`src/rtl/icache_line_refill.sv`:
```
// Instruction-cache line refill engine: fetches one cache line as a burst of
// 32-bit words over a pipelined req/gnt/rvalid bus and returns it with a valid pulse.
module icache_line_refill #(
   parameter  int unsigned ByteOffsetBits = 4,
   localparam int unsigned NrWordsPerLine = 2 ** (ByteOffsetBits - 2),
   localparam int unsigned LineSize       = 32 * NrWordsPerLine
) (
   input  logic                clk_i,
   input  logic                rstn_i,
   input  logic                line_req_i,
   input  logic [31:0]         line_addr_i,
   output logic                line_valid_o,
   output logic [LineSize-1:0] line_data_o,
   output logic                bus_req_o,
   output logic [31:0]         bus_addr_o,
   input  logic                bus_gnt_i,
   input  logic                bus_rvalid_i,
   input  logic [31:0]         bus_rdata_i
);

   localparam int unsigned     CntW     = $clog2(NrWordsPerLine + 1);
   localparam logic [CntW-1:0] Words    = CntW'(NrWordsPerLine);
   localparam logic [CntW-1:0] LastWord = CntW'(NrWordsPerLine - 1);
   localparam logic [CntW-1:0] One      = CntW'(1);
   localparam logic [31:0]     OffMask  = ~((32'd1 << ByteOffsetBits) - 32'd1);

   typedef enum logic [1:0] {IDLE, FILL, DONE, DRAIN} state_e;

   state_e              r_state, w_state_nxt;
   logic [31:0]         r_base;
   logic [CntW-1:0]     r_issue_cnt, r_recv_cnt;
   logic [LineSize-1:0] r_line_data;
   logic [CntW-1:0]     w_outstanding;
   logic                w_start, w_issue, w_recv;

   always_comb begin
      w_state_nxt   = r_state;
      bus_req_o     = 1'b0;
      bus_addr_o    = '0;
      line_valid_o  = 1'b0;
      w_start       = 1'b0;
      w_issue       = 1'b0;
      w_recv        = 1'b0;
      w_outstanding = r_issue_cnt - r_recv_cnt;
      unique case (r_state)
         IDLE: begin
            if (line_req_i) begin
               w_start     = 1'b1;
               w_state_nxt = FILL;
            end
         end
         FILL: begin
            if (r_issue_cnt < Words) begin
               bus_req_o  = 1'b1;
               bus_addr_o = r_base + {{(30-CntW){1'b0}}, r_issue_cnt, 2'b00};
            end
            w_issue = bus_req_o && bus_gnt_i;
            w_recv  = bus_rvalid_i && (r_recv_cnt < Words);
            // A line completing on the same edge as the request drop is still delivered.
            if (w_recv && (r_recv_cnt == LastWord)) begin
               w_state_nxt = DONE;
            end else if (!line_req_i) begin
               w_state_nxt = DRAIN;
            end
         end
         DONE: begin
            line_valid_o = 1'b1;
            w_state_nxt  = IDLE;
         end
         DRAIN: begin
            w_recv = bus_rvalid_i && (w_outstanding != '0);
            if ((w_outstanding == '0) || (w_recv && (w_outstanding == One))) begin
               w_state_nxt = IDLE;
            end
         end
         default: w_state_nxt = IDLE;
      endcase
   end

   always_ff @(posedge clk_i or negedge rstn_i) begin
      if (!rstn_i) begin
         r_state <= IDLE;
      end else begin
         r_state <= w_state_nxt;
      end
   end

   always_ff @(posedge clk_i or negedge rstn_i) begin
      if (!rstn_i) begin
         r_base      <= '0;
         r_issue_cnt <= '0;
         r_recv_cnt  <= '0;
         r_line_data <= '0;
      end else begin
         if (w_start) begin
            r_base      <= line_addr_i & OffMask;
            r_issue_cnt <= '0;
            r_recv_cnt  <= '0;
         end else begin
            if (w_issue) r_issue_cnt <= r_issue_cnt + One;
            if (w_recv)  r_recv_cnt  <= r_recv_cnt + One;
         end
         // Words drained after an abort are discarded, not written into the line.
         if (w_recv && (r_state == FILL)) begin
            for (int unsigned k = 0; k < NrWordsPerLine; k++) begin
               if (r_recv_cnt == CntW'(k)) r_line_data[32*k +: 32] <= bus_rdata_i;
            end
         end
      end
   end

   assign line_data_o = r_line_data;

endmodule

```
`config.mk`:
```
export PLATFORM = sky130hd
export DESIGN_NAME = icache_line_refill
export DESIGN_NICKNAME = d
export VERILOG_FILES = /design/src/rtl/icache_line_refill.sv
export SDC_FILE = /design/constraint.sdc
export NUM_CORES = 1
export LEC_CHECK = 0
export ABC_CLOCK_PERIOD_IN_PS = 1900
export CORE_MARGIN = 1.5
export CORE_UTILIZATION = 41
export CTS_CLUSTER_DIAMETER = 200
export DETAILED_ROUTE_END_ITERATION = 10
export GPL_ROUTABILITY_DRIVEN = 0
export MAX_ROUTING_LAYER = met4
export PLACE_DENSITY_LB_ADDON = 0.3
export SYNTH_ARGS = -nofsm -noshare
export SYNTH_HDL_FRONTEND = slang
export SYNTH_SLANG_ARGS = --single-unit
```
`constraint.sdc`:
```
create_clock -name clk_i -period 1.9 [get_ports clk_i]
set_clock_uncertainty 0.05 [all_clocks]
set_input_delay 0.38 -clock clk_i [delete_from_list [all_inputs] [get_ports clk_i]]
set_output_delay 0.38 -clock clk_i [all_outputs]
set_load 0.01 [all_outputs]
```
==> results.py <==
metrics = {
    "yosys": {
        "synth_top_flop_cell": "dfrtp_1",
        "synth-seq-cells": 164,
        "ys_async_sr_fraction_pct": 100.0,
        "yosysWarningCount": 0,
        "synth.largest_area_cell": "dfrtp_1",
        "syn_area_per_cell_um2": 15.40,
        "synthTopCellsByArea": "dfrtp_1, mux2_2, and2_1",
        "synth_cell_types": 36,
        "yosysTopAreaCellShare_pct": 61.56,
        "synth_edf_count": 0,
        "seq_area_frac_synth_pct": 61.56,
        "syn_inst": 433,
        "syn-cell-area_um2": 6666,
    },
    "die": {
        "io_pins": 231,
        "die_y_um": 130.5,
        "start_util_pct": 41.97,
        "fp.coreArea_um2": 15890,
        "design.die.area_um2": 17030,
        "die_width_um": 130.5,
        "rows": 46,
    },
    "worst_setup_path": {
        "worstPathCellList": "nor3b_4, buf_6, buf_6, buf_6, buf_6, and2_4, buf_6",
        "path_max_fanout": 4,
        "cp-start-kind": "flip-flop",
        "crit_buf_inv": 5,
        "critPathMaxStageDelay_ps": 420,
        "cp_slowest_cell": "dfrtp_1",
        "cp-end-kind": "output port",
        "cp_top_family": "buffers and inverters",
        "critPathArrivalTime_ps": 1720,
        "required_ps": 1470,
        "crit_top_cell": "buf_6",
        "path_class": "reg2out",
    },
    "timing": {
        "setup_tns_ps": -6443,
        "setup_viol": 62,
        "rsz0062_at_grt": "yes",
        "worst_slack_ps": -253.0,
        "period_minus_slack_ps": 2153,
        "finalCritPeriodShare_pct": 113.3,
        "finalHoldViolations": 0,
        "max_freq_ghz": 0.4645,
        "drv_slew": 0,
        "holdWs_ps": 409.3,
    },
    "pwr": {
        "peakVddDrop_mv": 1.091,
        "total_power_mw": 18.92,
        "power_density_nw_per_um2": 1775,
        "power.leakage_nw": 4.735,
    },
    "detailed_routing": {
        "ant_nets": 0,
        "drt-pass1-iter-count": 4,
        "vias": 4706,
        "drtIter0Drc": 100,
        "wl_per_cell_um": 19.01,
        "vias_per_cell": 4.907,
        "wl_um": 18230,
        "drc_errors": 0,
    },
    "clocking": {
        "clockBufferDepth": 2,
        "htree_num_levels": 4,
        "clkLatencyLatePin_ps": 420,
        "cts_root_buffer": "clkbuf_16",
        "clkSlewWorstSetupHoldPaths_ps": 60,
        "cts_sinks": 164,
        "cts_tree": "built",
        "cts_buffers": 17,
    },
    "layout": {
        "area_growth_pct": 59.83,
        "fin_nets": 807,
        "register_area_um2": 4104,
        "num_antenna_cells": 0,
        "fillCellCount": 1142,
        "fin_cells": 959,
        "multi_input_area_um2": 2641,
        "drive_gt1_share_pct": 45.22,
    },
    "global_routing": {
        "grt_max_degree": 49,
        "grt_pass1_wl_um": 27160,
        "gr-total-overflow": 0,
        "grt_pass1_vias": 5153,
        "track_usage_pct": 22.09,
        "antenna_found_initial": 0,
    },
    "job": {
        "max_cap_violations": 0,
    },
    "place": {
        "portBuffers": 224,
        "hpwlAfterDp_um": 11760,
        "dp_slack_ps": -234.5,
        "dp_cells": 897,
    },
    "status": {
        "failed_checks": "setup timing",
        "status": "finished, violations left",
    },
    "hold_path": {
        "hold_path.class": "in2async",
    },
}
[routing by layer]
metal | wire, um | vias to the layer above | GRT usage, %
li1 | - | 2114 | -
met1 | 7342 | 2394 | 24.89
met2 | 9220 | 165 | 36.32
met3 | 1238 | 33 | 7.288
met4 | 427 | 0 | 9.114
met5 | 0 | - | -
[cell usage after synthesis (all sizes together), types with 2 or more instances]
library cell  number
nand2             10
o21ai              2
nand3              3
nor3               2
buf               17
clkbuf             5
nor2               4
a21oi              6
ha                 7
mux2             156
nor3b              2
and2              28
nand4              3
inv                7
dfrtp            164
a31oi              3
[layout by cell type, fill, tap and decap left out, types with 2 or more instances in the layout]
| cell type | netlist | layout |
|---|---|---|
| clkdlybuf4s50_1 | 0 | 191 |
| dfrtp_1 | 164 | 164 |
| mux2_2 | 156 | 124 |
| buf_6 | 9 | 45 |
| buf_4 | 5 | 37 |
| mux2_4 | 0 | 32 |
| and2_4 | 0 | 18 |
| clkbuf_16 | 0 | 18 |
| buf_2 | 3 | 12 |
| and2_1 | 28 | 10 |
| buf_12 | 0 | 10 |
| inv_1 | 7 | 7 |
| nand2_1 | 10 | 7 |
| a21oi_2 | 1 | 4 |
| ha_1 | 7 | 4 |
| inv_6 | 0 | 4 |
| clkinvlp_4 | 0 | 4 |
| nand4_1 | 3 | 3 |
| nor2_1 | 3 | 3 |
| nand2_2 | 0 | 3 |
| ha_4 | 0 | 3 |
| clkinv_2 | 0 | 3 |
| nor3b_4 | 0 | 2 |
| a31oi_1 | 3 | 2 |
| nand3_1 | 3 | 2 |
| a21oi_1 | 5 | 2 |
| nor3_1 | 2 | 2 |
| conb_1 | 1 | 2 |
| clkinv_4 | 0 | 2 |
| buf_16 | 0 | 2 |
[registers in the layout (all words and copies together) (netlist names)]
name         cells
line_data_o    128
r_base          28
r_issue_cnt      3
r_recv_cnt       3
r_state          2
[cell families (layout without fill, tap and decap cells)]
group / Yosys count / in the layout / synth area share, %
buf+inv: 29 / 338 / 3.285
fa+ha+maj: 8 / 8 / 1.614
xor+xnor: 2 / 2 / 0.4880
simple gates: 56 / 56 / 4.955
mux: 157 / 157 / 26.50
compound gates: 16 / 16 / 1.539
other cells: 1 / 2 / 0.05625
flops: 164 / 164 / 61.56
[area by class of cell]
cell class	count	area share (%)
sequential	164	38.52
timing repair buffer	299	28.59
multi-input combinational	241	24.79
clock buffer	18	4.122
tap	216	2.536
clock inverter	14	1.198
inverter	7	0.2466
[what timing repair did]
action	in CTS	in global routing
pin swaps	22	15
hold endpoints to repair	41	0
hold buffers	1	0
buffers inserted	19	6
endpoints found under the setup margin	65	69
gates resized for setup	193	57
cloned	4	2
[through the flow]
step	area, um^2	util [%]
detailed placement	9448	59.48
floorplan	6670	-
global placement	9448	59.48
CTS	10350	65.16
global route	10660	67.08
finish	10660	67.08
[worst reg2reg max path: stages, from the launching register on]
cell	delay, ps
dfrtp_1	400
buf_6	130
ha_4	150
fa_2	340
xnor3_2	290
a31o_4	290
a21o_1	200
a21oi_2	110
[worst paths after layout]
path	start	cells past startpoint	slack [ps]	to
max in group asynchronous	rstn_i	3	760	line_data_o[4]
min reg2reg	r_base[31]	1	450	r_base[31]
min	rstn_i	2	410	line_data_o[120]
max reg2reg	r_recv_cnt[0]	7	-130	r_recv_cnt[2]
max	r_issue_cnt[2]	7	-250	bus_addr_o[2]
min in group clk_i	r_base[31]	1	450	r_base[31]
[power by group]
| group | internal, mW | switching, mW | leakage, nW |
|---|---|---|---|
| Clock | 1.85 | 1.43 | 0.269 |
| Sequential | 5.17 | 0.954 | 2.02 |
| Combinational | 6.00 | 3.52 | 2.44 |
| Total | 13.0 | 5.90 | 4.73 |
Note: power is estimated with default switching activity, not from simulation.
